===== src/rtl/vc16_mem_pkg.sv =====
// rtl/vc16_mem_pkg.sv - shared types and constants for the vc16 memory sequencer
package vc16_mem_pkg;

  typedef enum logic [1:0] {
    ST_IDLE  = 2'd0,
    ST_BUS   = 2'd1,
    ST_DONE  = 2'd2,
    ST_FAULT = 2'd3
  } state_t;

  localparam int BMASK_W         = 2;
  localparam int DEFAULT_TIMEOUT = 15;

endpackage


===== src/rtl/mem_seq_if.sv =====
// rtl/mem_seq_if.sv - core, MMU and external bus signals of the memory sequencer
interface mem_seq_if
  import vc16_mem_pkg::*;
#(
  parameter int RV = 16,
  parameter int PA = RV
);
  logic               i_req;
  logic               i_ack;
  logic               i_fault;
  logic [RV-1:0]      i_data;
  logic               d_req;
  logic               d_write;
  logic [BMASK_W-1:0] d_bmask;
  logic [RV-1:0]      d_wdata;
  logic               d_ack;
  logic               d_fault;
  logic [RV-1:0]      d_rdata;
  logic               is_pc;
  logic               is_read;
  logic               is_write;
  logic [PA-1:1]      pcp;
  logic [PA-1:1]      addrp;
  logic               mmu_miss_fault;
  logic               mmu_prot_fault;
  logic               mmu_fault;
  logic               bus_req;
  logic               bus_write;
  logic [PA-1:1]      bus_addr;
  logic [BMASK_W-1:0] bus_bmask;
  logic [RV-1:0]      bus_wdata;
  logic               bus_ack;
  logic [RV-1:0]      bus_rdata;

  // the sequencer itself: serves the core, drives the MMU strobes and the bus
  modport slave (
    input  i_req, d_req, d_write, d_bmask, d_wdata, pcp, addrp,
    input  mmu_miss_fault, mmu_prot_fault, bus_ack, bus_rdata,
    output i_ack, i_fault, i_data, d_ack, d_fault, d_rdata,
    output is_pc, is_read, is_write, mmu_fault,
    output bus_req, bus_write, bus_addr, bus_bmask, bus_wdata
  );

  // the surroundings: core, MMU and memory model
  modport master (
    output i_req, d_req, d_write, d_bmask, d_wdata, pcp, addrp,
    output mmu_miss_fault, mmu_prot_fault, bus_ack, bus_rdata,
    input  i_ack, i_fault, i_data, d_ack, d_fault, d_rdata,
    input  is_pc, is_read, is_write, mmu_fault,
    input  bus_req, bus_write, bus_addr, bus_bmask, bus_wdata
  );
endinterface


===== src/rtl/mem_seq_timeout.sv =====
// rtl/mem_seq_timeout.sv - bus wait counter, flags expiry on the last allowed BUS cycle
module mem_seq_timeout #(
  parameter int TIMEOUT = 15
) (
  input  logic clk,
  input  logic reset,
  input  logic active,
  output logic expired
);
  localparam int CW = $clog2(TIMEOUT + 1);

  logic [CW-1:0] cnt;

  // counts BUS cycles; sits at zero outside BUS so every bus entry starts fresh
  always_ff @(posedge clk or posedge reset) begin
    if (reset)
      cnt <= '0;
    else if (!active)
      cnt <= '0;
    else if (!expired)
      cnt <= cnt + 1'b1;
  end

  // the TIMEOUT-th BUS cycle without an ack is the last one
  assign expired = active && (cnt == CW'(TIMEOUT - 1));
endmodule


===== src/rtl/mem_seq.sv =====
// rtl/mem_seq.sv - fetch/data memory sequencer behind the MMU; optional bus timeout via BUS_TIMEOUT_EN
module mem_seq
  import vc16_mem_pkg::*;
#(
  parameter int RV = 16,
  parameter int PA = RV
`ifdef BUS_TIMEOUT_EN
  , parameter int TIMEOUT = DEFAULT_TIMEOUT
`endif
) (
  input  logic       clk,
  input  logic       reset,
  mem_seq_if.slave   mif
);
  state_t             state, state_nx;
  logic               pri_i;
  logic               sel_i;
  logic [PA-1:1]      bus_addr_q;
  logic               bus_write_q;
  logic [BMASK_W-1:0] bus_bmask_q;
  logic [RV-1:0]      bus_wdata_q;
  logic [RV-1:0]      i_data_q;
  logic [RV-1:0]      d_rdata_q;
  logic               any_req;
  logic               pick_i;
  logic               mmu_flt;
  logic               in_bus;
  logic               timeout_hit;

  assign any_req = mif.i_req | mif.d_req;
  // data wins unless the fetch side is owed a turn
  assign pick_i  = mif.i_req & (pri_i | ~mif.d_req);
  assign mmu_flt = mif.mmu_miss_fault | mif.mmu_prot_fault;
  assign in_bus  = (state == ST_BUS);

`ifdef BUS_TIMEOUT_EN
  mem_seq_timeout #(.TIMEOUT(TIMEOUT)) u_timeout (
    .clk     (clk),
    .reset   (reset),
    .active  (in_bus),
    .expired (timeout_hit)
  );
`else
  assign timeout_hit = 1'b0;
`endif

  // state register
  always_ff @(posedge clk or posedge reset) begin
    if (reset) state <= ST_IDLE;
    else       state <= state_nx;
  end

  // next state: MMU faults skip the bus, a bus ack beats a coincident timeout
  always_comb begin
    state_nx = state;
    case (state)
      ST_IDLE:  if (any_req) state_nx = mmu_flt ? ST_FAULT : ST_BUS;
      ST_BUS:   if (mif.bus_ack) state_nx = ST_DONE;
                else if (timeout_hit) state_nx = ST_FAULT;
      default:  state_nx = ST_IDLE;
    endcase
  end

  // outputs: MMU strobes only for the selected channel, all quiet during reset
  always_comb begin
    mif.is_pc     = 1'b0;
    mif.is_read   = 1'b0;
    mif.is_write  = 1'b0;
    mif.mmu_fault = 1'b0;
    mif.bus_req   = 1'b0;
    mif.i_ack     = 1'b0;
    mif.i_fault   = 1'b0;
    mif.d_ack     = 1'b0;
    mif.d_fault   = 1'b0;
    case (state)
      ST_IDLE: if (any_req && !reset) begin
        mif.is_pc     = pick_i;
        mif.is_read   = ~pick_i & ~mif.d_write;
        mif.is_write  = ~pick_i & mif.d_write;
        mif.mmu_fault = mmu_flt;
      end
      ST_BUS:  mif.bus_req = 1'b1;
      ST_DONE: begin
        mif.i_ack = sel_i;
        mif.d_ack = ~sel_i;
      end
      ST_FAULT: begin
        mif.i_ack   = sel_i;
        mif.d_ack   = ~sel_i;
        mif.i_fault = sel_i;
        mif.d_fault = ~sel_i;
      end
      default: ;
    endcase
  end

  // datapath: latch the bus request on leaving IDLE, capture result data for the ack
  always_ff @(posedge clk or posedge reset) begin
    if (reset) begin
      sel_i       <= 1'b0;
      bus_addr_q  <= '0;
      bus_write_q <= 1'b0;
      bus_bmask_q <= '0;
      bus_wdata_q <= '0;
      i_data_q    <= '0;
      d_rdata_q   <= '0;
    end else begin
      case (state)
        ST_IDLE: if (any_req) begin
          sel_i <= pick_i;
          if (mmu_flt) begin
            if (pick_i) i_data_q  <= '0;
            else        d_rdata_q <= '0;
          end else begin
            bus_addr_q  <= pick_i ? mif.pcp : mif.addrp;
            bus_write_q <= ~pick_i & mif.d_write;
            bus_bmask_q <= pick_i ? {BMASK_W{1'b1}} : mif.d_bmask;
            bus_wdata_q <= pick_i ? '0 : mif.d_wdata;
          end
        end
        ST_BUS: begin
          if (mif.bus_ack) begin
            if (sel_i) i_data_q  <= mif.bus_rdata;
            else       d_rdata_q <= bus_write_q ? '0 : mif.bus_rdata;
          end else if (timeout_hit) begin
            if (sel_i) i_data_q  <= '0;
            else       d_rdata_q <= '0;
          end
        end
        default: ;
      endcase
    end
  end

  // fairness: a data ack with a fetch waiting hands the next turn to fetch
  always_ff @(posedge clk or posedge reset) begin
    if (reset)
      pri_i <= 1'b0;
    else if (state == ST_DONE || state == ST_FAULT) begin
      if (sel_i)           pri_i <= 1'b0;
      else if (mif.i_req)  pri_i <= 1'b1;
    end
  end

  assign mif.bus_write = bus_write_q;
  assign mif.bus_addr  = bus_addr_q;
  assign mif.bus_bmask = bus_bmask_q;
  assign mif.bus_wdata = bus_wdata_q;
  assign mif.i_data    = i_data_q;
  assign mif.d_rdata   = d_rdata_q;
endmodule


===== src/flat_wrapper.sv =====
// flat-port wrapper written by rule: the top's interface ports become plain ports
module mem_seq_flat import vc16_mem_pkg::*;
#(
  parameter int RV = 16,
  parameter int PA = RV

)
  (clk, reset, mif_i_req, mif_d_req, mif_d_write, mif_d_bmask, mif_d_wdata, mif_pcp, mif_addrp, mif_mmu_miss_fault, mif_mmu_prot_fault, mif_bus_ack, mif_bus_rdata, mif_i_ack, mif_i_fault, mif_i_data, mif_d_ack, mif_d_fault, mif_d_rdata, mif_is_pc, mif_is_read, mif_is_write, mif_mmu_fault, mif_bus_req, mif_bus_write, mif_bus_addr, mif_bus_bmask, mif_bus_wdata);
  mem_seq_if #(.RV(RV), .PA(PA)) mif_i ();
  input  logic clk;
  input  logic reset;
  input wire logic [$bits(mif_i.i_req)-1:0] mif_i_req;
  input wire logic [$bits(mif_i.d_req)-1:0] mif_d_req;
  input wire logic [$bits(mif_i.d_write)-1:0] mif_d_write;
  input wire logic [$bits(mif_i.d_bmask)-1:0] mif_d_bmask;
  input wire logic [$bits(mif_i.d_wdata)-1:0] mif_d_wdata;
  input wire logic [$bits(mif_i.pcp)-1:0] mif_pcp;
  input wire logic [$bits(mif_i.addrp)-1:0] mif_addrp;
  input wire logic [$bits(mif_i.mmu_miss_fault)-1:0] mif_mmu_miss_fault;
  input wire logic [$bits(mif_i.mmu_prot_fault)-1:0] mif_mmu_prot_fault;
  input wire logic [$bits(mif_i.bus_ack)-1:0] mif_bus_ack;
  input wire logic [$bits(mif_i.bus_rdata)-1:0] mif_bus_rdata;
  output wire logic [$bits(mif_i.i_ack)-1:0] mif_i_ack;
  output wire logic [$bits(mif_i.i_fault)-1:0] mif_i_fault;
  output wire logic [$bits(mif_i.i_data)-1:0] mif_i_data;
  output wire logic [$bits(mif_i.d_ack)-1:0] mif_d_ack;
  output wire logic [$bits(mif_i.d_fault)-1:0] mif_d_fault;
  output wire logic [$bits(mif_i.d_rdata)-1:0] mif_d_rdata;
  output wire logic [$bits(mif_i.is_pc)-1:0] mif_is_pc;
  output wire logic [$bits(mif_i.is_read)-1:0] mif_is_read;
  output wire logic [$bits(mif_i.is_write)-1:0] mif_is_write;
  output wire logic [$bits(mif_i.mmu_fault)-1:0] mif_mmu_fault;
  output wire logic [$bits(mif_i.bus_req)-1:0] mif_bus_req;
  output wire logic [$bits(mif_i.bus_write)-1:0] mif_bus_write;
  output wire logic [$bits(mif_i.bus_addr)-1:0] mif_bus_addr;
  output wire logic [$bits(mif_i.bus_bmask)-1:0] mif_bus_bmask;
  output wire logic [$bits(mif_i.bus_wdata)-1:0] mif_bus_wdata;
  assign mif_i.i_req = mif_i_req;
  assign mif_i.d_req = mif_d_req;
  assign mif_i.d_write = mif_d_write;
  assign mif_i.d_bmask = mif_d_bmask;
  assign mif_i.d_wdata = mif_d_wdata;
  assign mif_i.pcp = mif_pcp;
  assign mif_i.addrp = mif_addrp;
  assign mif_i.mmu_miss_fault = mif_mmu_miss_fault;
  assign mif_i.mmu_prot_fault = mif_mmu_prot_fault;
  assign mif_i.bus_ack = mif_bus_ack;
  assign mif_i.bus_rdata = mif_bus_rdata;
  assign mif_i_ack = mif_i.i_ack;
  assign mif_i_fault = mif_i.i_fault;
  assign mif_i_data = mif_i.i_data;
  assign mif_d_ack = mif_i.d_ack;
  assign mif_d_fault = mif_i.d_fault;
  assign mif_d_rdata = mif_i.d_rdata;
  assign mif_is_pc = mif_i.is_pc;
  assign mif_is_read = mif_i.is_read;
  assign mif_is_write = mif_i.is_write;
  assign mif_mmu_fault = mif_i.mmu_fault;
  assign mif_bus_req = mif_i.bus_req;
  assign mif_bus_write = mif_i.bus_write;
  assign mif_bus_addr = mif_i.bus_addr;
  assign mif_bus_bmask = mif_i.bus_bmask;
  assign mif_bus_wdata = mif_i.bus_wdata;
  mem_seq #(.RV(RV), .PA(PA)) u_core (.clk(clk), .reset(reset), .mif(mif_i));
endmodule

===== config.mk =====
export PLATFORM = sky130hd
export DESIGN_NAME = mem_seq_flat
export DESIGN_NICKNAME = d
export VERILOG_FILES = /design/src/rtl/vc16_mem_pkg.sv /design/src/rtl/mem_seq_if.sv /design/src/rtl/mem_seq_timeout.sv /design/src/rtl/mem_seq.sv /design/src/flat_wrapper.sv
export SDC_FILE = /design/constraint.sdc
export NUM_CORES = 1
export LEC_CHECK = 0
export ABC_AREA = 0
export CAP_MARGIN = 10
export CORE_UTILIZATION = 41
export CTS_BUF_LIST = sky130_fd_sc_hd__clkbuf_2
export CTS_CLUSTER_SIZE = 8
export DETAILED_ROUTE_END_ITERATION = 8
export GPL_TIMING_DRIVEN = 1
export PLACE_DENSITY = 0.82
export SYNTH_ARGS = -nofsm -noshare
export SYNTH_HDL_FRONTEND = slang
export SYNTH_SLANG_ARGS = --single-unit

===== constraint.sdc =====
create_clock -name clk -period 2.8 [get_ports clk]
set_input_delay 0.42 -clock clk [delete_from_list [all_inputs] [get_ports clk]]
set_output_delay 0.42 -clock clk [all_outputs]
set_load 0.1 [all_outputs]

==> metrics <==
status=completed; fin crit share=around 85%; # H-tree levels=3; die span in x=between 80 and 90 um; Final min period=2.392 ns; total clock sinks=70; Worst Tran Pin Value=0.6457 ns; synthesized flop and latch total=70; Post-Place Worst Slack=0.6417 ns; Hold Crit Class=in2async; Final Slew Violations=0; clk buf depth=2; synthesized instance count=256; # setup viols final=0; io pins=147; Vias/cell=roughly 5; Post-synth ARST share=100.0%; row cnt=30; vias in the first global route=2,431; first-pass GRT wire length=12,050 um; worst relative slew slack=56.95%; Synth Flop Type=dfrtp_1; 1st-pass router iterations=4; Non-Filler Instances=486; nature of the critical path endpoint=output pin; worst reg-to-reg setup slack=1.07 ns; hold-fix buffers at CTS=0; drt first-iter violations=85; Clk Tree Root Cell=clkbuf_2; DIE AREA=about 7300 um^2; Netlist cell types=26; Initial Util=42.35%; post-synth net total=approximately 330; I/O Buffers=146; Critical Path Fanout Max=12; share of layout cells above drive strength 1=25.12%; FF+latch area=1752 um^2; commonest non-fill, non-tap cell in the layout=buf_4; Data arrival, critical path=1.97 ns; hold_ws=0.3012 ns; gpl congestion=0.7926; Setup Total Neg Slack=0 ns; synthesized cell area=2861 um^2; Wirelength per Cell=15.15 um; f_max=around 420 MHz; Num CTS Buffers=9; total track usage=21.52%; gr ovfl total=0; Clk Latency, worst-skew pair=~0.48 ns; worst endpoint required time=approximately 2.4 ns; Max Cap Violations=0; post-route worst setup slack=0.4079 ns; Synth Area per Inst=11.18 um^2; reg2reg start=u_core.state[0]; DP HPWL=5539 um; CP startpoint=u_core.state[1]; total number of vias=~2.5k; largest net degree at the start of global routing=slightly below 70; nets=473; post-CTS sizing=0; Setup Skew=0.01612 ns; Seq/Total Area, Yosys=between 60% and 70%; DRC=0; Yosys Warn Count=0; DP Cell Count=470; Post-synth EDFFs=0; initial antenna violation count=0; Hold Vio Cnt, Final=0; RSZ-0062 raised after global routing=no; commonest cells after routing, fill and taps aside=buf_4, clkdlybuf4s50_1, dfrtp_1, nand2_1, a22o_1; Worst-path clk slew=0.19 ns; Core Area=6756 um^2; Layout area overhead=52.91%; postcts setup bufs=0; die height=85.54 um; CTS tree=built; Crit Path Class=reg2out; ANT cells=0; antenna-violating nets left=0; footprint of the multi-input gates=slightly above 1000 um^2; top post-synthesis cells by area=dfrtp_1, a22o_1, nand2_1; Yosys top cell by area=dfrtp_1; post-synth top area share=61.22%; FILL cells=553; Routed WL=between 7000 and 8000 um; startpoint class of the critical path=flip-flop
[sequential cells by signal, summed over array words and instances, names as in the netlist, 2 cells and up]
name                  cells
u_core.mif.bus_bmask      2
u_core.mif.bus_wdata     16
u_core.mif.d_rdata       16
u_core.state              2
u_core.mif.bus_addr      15
u_core.mif.i_data        16
[metrics by stage]
step	cell area, um^2	utilization, %
final	4375	64.76
after floorplan	2869	-
after global placement	4265	63.13
after CTS	4375	64.76
after detailed placement	4265	63.13
after global routing	4375	64.76
[critical path, cell delays in order (launching register included)]
cell and delay [ns]:
dfrtp_1 0.58, nor3_1 0.34, nand3_1 0.16, nor2_1 0.21, buf_12 0.21
[synthesized netlist by cell type (all sizes together) (3+ instances only)]
cell	count
and2	3
nor2b	3
and3	3
buf	12
clkbuf	5
o21ai	35
nand2	53
dfrtp	70
mux2i	15
a22o	34
nor2	8
nor3	3
[cells by family after synthesis]
logic type	share of synthesized area (%)
simple gates	11.85
compound gates	18.72
flops	61.22
buf+inv	2.974
mux	5.247
[final cells by class]
| class | instances | share of cell area, % |
|---|---|---|
| flip-flops and latches | 70 | 40.03 |
| inverters | 2 | 0.1716 |
| multi-input cells | 167 | 23.59 |
| clock inverters | 7 | 1.487 |
| repair buffers | 151 | 31.40 |
| clock buffers | 9 | 1.029 |
| well taps | 80 | 2.288 |
[per-layer routing]
metal / share of wire, % / up-vias / wire length, um / global-route usage [%]
li1: - / 1197 / - / -
met1: 42 / 1159 / 3108 / 28.08
met2: 45 / 133 / 3294 / 33.09
met3: 12 / 9 / 856 / 8.277
met4: 1.4 / 0 / 102 / 7.273
met5: 0 / - / 0 / 0
[path summary, 6_finish.rpt]
kind                                            endpoint  depth (start not counted)
max in group asynchronous       u_core.mif.bus_wdata[11]                          3
worst max-delay path                        mif_is_write                          4
worst max register to register      u_core.mif.i_data[4]                          4
min in group clk                u_core.mif.bus_wdata[14]                          3
worst min register to register    u_core.mif.bus_addr[9]                          2
worst min-delay path                        u_core.sel_i                          2
Power is left out: the tool's default activity adds up to more than one toggle a clock period on the data nets, which glitch-free logic cannot reach.
